### config.mk
export PLATFORM = sky130hd
export DESIGN_NAME = ram_ptr_ctl
export DESIGN_NICKNAME = d
export VERILOG_FILES = /design/src/rtl/ram_ptr_pkg.sv /design/src/rtl/ram_ptr_wrap.sv /design/src/rtl/ram_ptr_ctl.sv
export SDC_FILE = /design/constraint.sdc
export NUM_CORES = 1
export LEC_CHECK = 0
export CELL_PAD_IN_SITES_DETAIL_PLACEMENT = 1
export CELL_PAD_IN_SITES_GLOBAL_PLACEMENT = 1
export CORE_ASPECT_RATIO = 1.75
export CORE_MARGIN = 1
export CORE_UTILIZATION = 43
export CTS_BUF_LIST = sky130_fd_sc_hd__clkbuf_16
export DETAILED_ROUTE_END_ITERATION = 8
export GPL_TIMING_DRIVEN = 0
export PLACE_DENSITY_LB_ADDON = 0.1
export SYNTH_ARGS = -nofsm -noshare
export SYNTH_HDL_FRONTEND = slang
export SYNTH_SLANG_ARGS = --single-unit
### constraint.sdc
create_clock -name clk_2 -period 5.4 [get_ports clk_2]
set_clock_uncertainty 0.2 [all_clocks]
set_input_delay 1.08 -clock clk_2 [delete_from_list [all_inputs] [get_ports clk_2]]
set_output_delay 1.08 -clock clk_2 [all_outputs]
set_load 0.005 [all_outputs]
### src/rtl/ram_ptr_pkg.sv
// Shared pointer helpers for the circular sample-RAM address controller:
// start value and wrap-aware step for either count direction.
package ram_ptr_pkg;

    typedef enum logic {
        PTR_UP,
        PTR_DOWN
    } ptr_dir_e;

    function automatic int unsigned ptr_start(input int unsigned depth, input ptr_dir_e dir);
        return (dir == PTR_DOWN) ? depth - 1 : 0;
    endfunction

    // Wrap is against DEPTH, not the address width, so non-power-of-two depths stay in range.
    function automatic int unsigned ptr_step(input int unsigned ptr, input int unsigned depth,
                                             input ptr_dir_e dir);
        if (dir == PTR_DOWN)
            return (ptr == 0) ? depth - 1 : ptr - 1;
        else
            return (ptr == depth - 1) ? 0 : ptr + 1;
    endfunction

endpackage

### src/rtl/ram_ptr_wrap.sv
// Single wrapping address pointer; one instance each for the write and read side.
// Steps on the edge after an accepted request; clr returns it to the start value.
module ram_ptr_wrap
    import ram_ptr_pkg::*;
#(
    parameter int unsigned ADDR_W = 11,
    parameter int unsigned DEPTH  = 2**ADDR_W,
    parameter bit          DOWN   = 1'b1
) (
    input  logic              clk_2,
    input  logic              reset_n,
    input  logic              clr,
    input  logic              step,
    output logic [ADDR_W-1:0] ptr
);

    localparam ptr_dir_e          DIR   = DOWN ? PTR_DOWN : PTR_UP;
    localparam logic [ADDR_W-1:0] START = ADDR_W'(ptr_start(DEPTH, DIR));

    logic [ADDR_W-1:0] ptr_nxt;

    always_comb begin
        ptr_nxt = ADDR_W'(ptr_step(32'(ptr), DEPTH, DIR));
    end

    always_ff @(posedge clk_2 or negedge reset_n) begin
        if (!reset_n)
            ptr <= START;
        else if (clr)
            ptr <= START;
        else if (step)
            ptr <= ptr_nxt;
    end

endmodule

### src/rtl/ram_ptr_ctl.sv
// Circular-buffer pointer controller: write/read pointers, occupancy, flags, sticky errors.
// Optional almost_full output when RAM_PTR_AF_EN is defined.
module ram_ptr_ctl
    import ram_ptr_pkg::*;
#(
    parameter int unsigned ADDR_W   = 11,
    parameter int unsigned DEPTH    = 2**ADDR_W,
    parameter bit          DOWN     = 1'b1
`ifdef RAM_PTR_AF_EN
    ,
    parameter int unsigned AF_LEVEL = DEPTH - 4
`endif
) (
    input  logic              clk_2,
    input  logic              reset_n,
    input  logic              clr,
    input  logic              wr_ram,
    input  logic              rd_ram,
    output logic [ADDR_W-1:0] wr_addr,
    output logic [ADDR_W-1:0] rd_addr,
    output logic [ADDR_W:0]   count,
    output logic              full,
    output logic              empty,
    output logic              wr_err,
    output logic              rd_err
`ifdef RAM_PTR_AF_EN
    ,
    output logic              almost_full
`endif
);

    localparam logic [ADDR_W:0] DEPTH_C = (ADDR_W+1)'(DEPTH);
    localparam logic [ADDR_W:0] ONE_C   = (ADDR_W+1)'(1);

    logic            wr_acc;
    logic            rd_acc;
    logic [ADDR_W:0] count_nxt;

    always_comb begin
        wr_acc = wr_ram & ~full;
        rd_acc = rd_ram & ~empty;
        count_nxt = count;
        case ({wr_acc, rd_acc})
            2'b10:   count_nxt = count + ONE_C;
            2'b01:   count_nxt = count - ONE_C;
            default: count_nxt = count;
        endcase
    end

    ram_ptr_wrap #(
        .ADDR_W (ADDR_W),
        .DEPTH  (DEPTH),
        .DOWN   (DOWN)
    ) u_wr_ptr (
        .clk_2   (clk_2),
        .reset_n (reset_n),
        .clr     (clr),
        .step    (wr_acc),
        .ptr     (wr_addr)
    );

    ram_ptr_wrap #(
        .ADDR_W (ADDR_W),
        .DEPTH  (DEPTH),
        .DOWN   (DOWN)
    ) u_rd_ptr (
        .clk_2   (clk_2),
        .reset_n (reset_n),
        .clr     (clr),
        .step    (rd_acc),
        .ptr     (rd_addr)
    );

    // Flags are registered from next-count so they move on the same edge as count.
    always_ff @(posedge clk_2 or negedge reset_n) begin
        if (!reset_n) begin
            count  <= '0;
            full   <= 1'b0;
            empty  <= 1'b1;
            wr_err <= 1'b0;
            rd_err <= 1'b0;
        end else if (clr) begin
            count  <= '0;
            full   <= 1'b0;
            empty  <= 1'b1;
            wr_err <= 1'b0;
            rd_err <= 1'b0;
        end else begin
            count <= count_nxt;
            full  <= (count_nxt == DEPTH_C);
            empty <= (count_nxt == '0);
            if (wr_ram && full)
                wr_err <= 1'b1;
            if (rd_ram && empty)
                rd_err <= 1'b1;
        end
    end

`ifdef RAM_PTR_AF_EN
    localparam logic [ADDR_W:0] AF_C = (ADDR_W+1)'(AF_LEVEL);

    always_ff @(posedge clk_2 or negedge reset_n) begin
        if (!reset_n)
            almost_full <= 1'b0;
        else if (clr)
            almost_full <= 1'b0;
        else
            almost_full <= (count_nxt >= AF_C);
    end
`endif

endmodule
==> flow_metrics.env <==
export IMPL_clkTransAtPathRegs_ns=0.06
export IMPL_maxCapViolCount=0
export IMPL_dp_hpwl_um=6920
export IMPL_power_total_uw=993
export IMPL_area_delta_synth_final_pct=24.9
export IMPL_postCtsHoldBufs=0
export IMPL_dieArea_mm2=0.00662
export IMPL_drtAntennaViolNets=0
export IMPL_antenna_found_initial=0
export IMPL_row_count=37
export IMPL_crit_arrival_ns=5.13
export IMPL_power_density_mw_per_mm2=294
export IMPL_dr_first_iter_drc_count=145
export IMPL_syn_num_nets=335
export IMPL_fin_area_mm2=0.00338
export IMPL_synth_seq_cells=38
export IMPL_core_mm2=0.00597
export IMPL_synth_edff_count=0
export IMPL_layout_nets=384
export IMPL_crit_family="buffers and inverters"
export IMPL_yosysSeqAreaShare_pct=36.3
export IMPL_gr_total_overflow=0
export IMPL_path_cells="clkdlybuf4s50_1 -> nand2b_1 -> inv_2 -> clkbuf_1 -> ha_1 -> clkbuf_1 -> buf_1 -> nor3b_1 -> a32o_1 -> a21oi_1 -> mux2i_1 -> nand4_1 -> nor4_1"
export IMPL_placed_area_mm2=0.00322
export IMPL_cts_resized=1
export IMPL_routed_via_count=2837
export IMPL_run_status="completed"
export IMPL_path_buf_inv=5
export IMPL_worst_slew_pin_slew_ns=0.843
export IMPL_end_kind="flip-flop"
export IMPL_start_util_pct=45.3
export IMPL_clock_fmax_mhz=194
export IMPL_grt_pass1_vias=3088
export IMPL_setup_viol=0
export IMPL_layout_setup_ws_ns=0.251
export IMPL_drt_first_pass_iters=4
export IMPL_cp_required_ns=5.38
export IMPL_rsz0062_at_grt="no"
export IMPL_wl_per_cell_um=20.9
export IMPL_drc=0
export IMPL_diodes=0
export IMPL_async_reset_ff_share_pct=100
export IMPL_cpMaxStageDelayCell="clkdlybuf4s50_1"
export IMPL_htree_levels=2
export IMPL_cts_setup_buffers=0
export IMPL_drt_vias_per_instance=6.26
export IMPL_grt_usage_pct=31.9
export IMPL_synth_common_cells="38 x nand2_1, 28 x nor2_1, 23 x dfstp_2, 20 x xnor2_1"
export IMPL_drive_gt1_share_pct=12.5
export IMPL_startpoint_type="input port"
export IMPL_clockBufferDepth=2
export IMPL_placed_cells=445
export IMPL_cts_root_buf="clkbuf_16"
export IMPL_gp_congestion=0.929
export IMPL_slew_headroom_pct=43.8
export IMPL_p_leak_nw=1.29
export IMPL_hp_class="reg -> reg"
export IMPL_ys_top_cells_by_area="dfstp_2 22%, dfrtp_1 14%, xnor2_1 6.5%"
export IMPL_syn_area_mm2=0.00270
export IMPL_syn_mean_instance_area_um2=8.32
export IMPL_finalCritPeriodShare_pct=95.3
export IMPL_die_x_um=61.9
export IMPL_cts_sinks=38
export IMPL_nFillCells=701
export IMPL_synth_top_cell_by_area="dfstp_2"
export IMPL_drt_wl_total_um=9480
export IMPL_worst_path_max_fanout=10
export IMPL_dp_worst_setup_slack_ns=-0.392
export IMPL_yosys_cell_types_count=57
export IMPL_period_minus_slack_ns=5.15
export IMPL_cts_made_buffers=5
export IMPL_path_class="in -> reg"
export IMPL_boundaryPins=43
export IMPL_numPortBuffers=42
export IMPL_grt_pass1_wl_um=15400
export IMPL_die_h_um=107
export IMPL_yosysMostFrequentCell="nand2_1"
export IMPL_critPathMostFrequentCell="clkbuf_1"
export IMPL_postSynthCellCount=325
export IMPL_max_stage_delay_ns=0.49
export IMPL_synth_flop_cell="dfstp_2"
export IMPL_ir_drop_mv=0.264
export IMPL_grt_max_degree=39
export IMPL_utilization_pct=56.5
export IMPL_clk_insertion_delay_late_ns=0.29
export IMPL_slew_viol_final=0
export IMPL_yosysTopAreaCellShare_pct=22.4
export IMPL_final_hold_violation_count=0
export IMPL_synth_yosys_warnings=0
export IMPL_post_layout_nonfiller_instances=453
export IMPL_cts_tree="built"
[cells in the final DEF, fill, tap and decap left out, types with 3 or more instances in the layout]
cell	n
xor2_1	8
nor3b_1	3
o21ai_0	18
buf_2	3
buf_1	3
or3_1	4
nor4_1	6
dfrtp_1	15
o211ai_1	7
a21oi_1	15
nand4_1	11
inv_1	13
a32o_1	3
ha_1	5
nand3_1	6
nor3_1	18
or4_1	6
o21bai_1	3
and3_1	3
mux2i_1	4
dfstp_2	23
nand2b_1	4
clkbuf_16	5
clkdlybuf4s50_1	41
nand2_1	37
xnor2_1	20
and4_1	3
clkbuf_1	15
nor2_1	28
[sequential cells by signal (all words and copies together), names as in the netlist]
| register | flops |
|---|---|
| count | 12 |
| empty | 1 |
| full | 1 |
| rd_err | 1 |
| u_rd_ptr.ptr | 11 |
| u_wr_ptr.ptr | 11 |
| wr_err | 1 |
[power breakdown]
group | switching, mW | internal (mW) | total (mW)
Sequential | 0.0296 | 0.314 | 0.344
Clock | 0.120 | 0.169 | 0.288
Combinational | 0.221 | 0.139 | 0.361
[worst min-delay path: cells and delay by family (launching register included)]
kind	cells	cell delay (ns)
AND/OR/NAND/NOR	1	0.08
AO/OA/AOI/OAI	1	0.04
flip-flops	1	0.34
[final timing paths]
kind | startpoint | endpoint | slack (ns) | cells past startpoint
max in group asynchronous | reset_n | count[7] | 3.77 | 1
setup reg to reg | empty | full | 0.97 | 13
hold reg to reg | wr_err | wr_err | 0.30 | 2
setup / recovery | rd_ram | full | 0.25 | 13
min in group asynchronous | reset_n | count[11] | 0.70 | 1
hold / removal | wr_err | wr_err | 0.30 | 2
[metal layers]
metal	track usage, %	part of all wire, %	up-vias	wire length (um)
li1	-	-	1273	-
met3	5.91	4.3	41	406
met2	55.5	54	109	5080
met5	0	0	-	0
met1	32.0	36	1414	3380
met4	22.5	6.4	0	610
[through the flow]
step,TNS (ns),hold WS (ns)
after floorplan,0,0.286
after global placement,-0.581,0.276
after detailed placement,-0.759,0.291
after CTS,0,0.305
after global routing,0,0.350
final,0,0.299
[area by class of cell]
type	count	area, um^2	share of cell area, %
Buffer	22	87.6	2.59
Tap cell	78	97.6	2.89
Clock buffer	5	125	3.71
Sequential cell	38	980	29.0
Timing Repair Buffer	42	415	12.3
Inverter	15	56.3	1.67
Multi-Input combinational cell	250	1600	47.3
Clock inverter	3	16.3	0.482
[cell families (layout without fill, tap and decap cells)]
group	count (synthesis)	count (layout)	synth area share, %
compound gates	74	74	19.4
xor+xnor	28	28	9.07
fa+ha+maj	5	5	2.31
buf+inv	37	87	5.23
flops	38	38	36.3
mux	4	4	1.48
simple gates	139	139	26.2
Power figures use the tool's default switching activity.
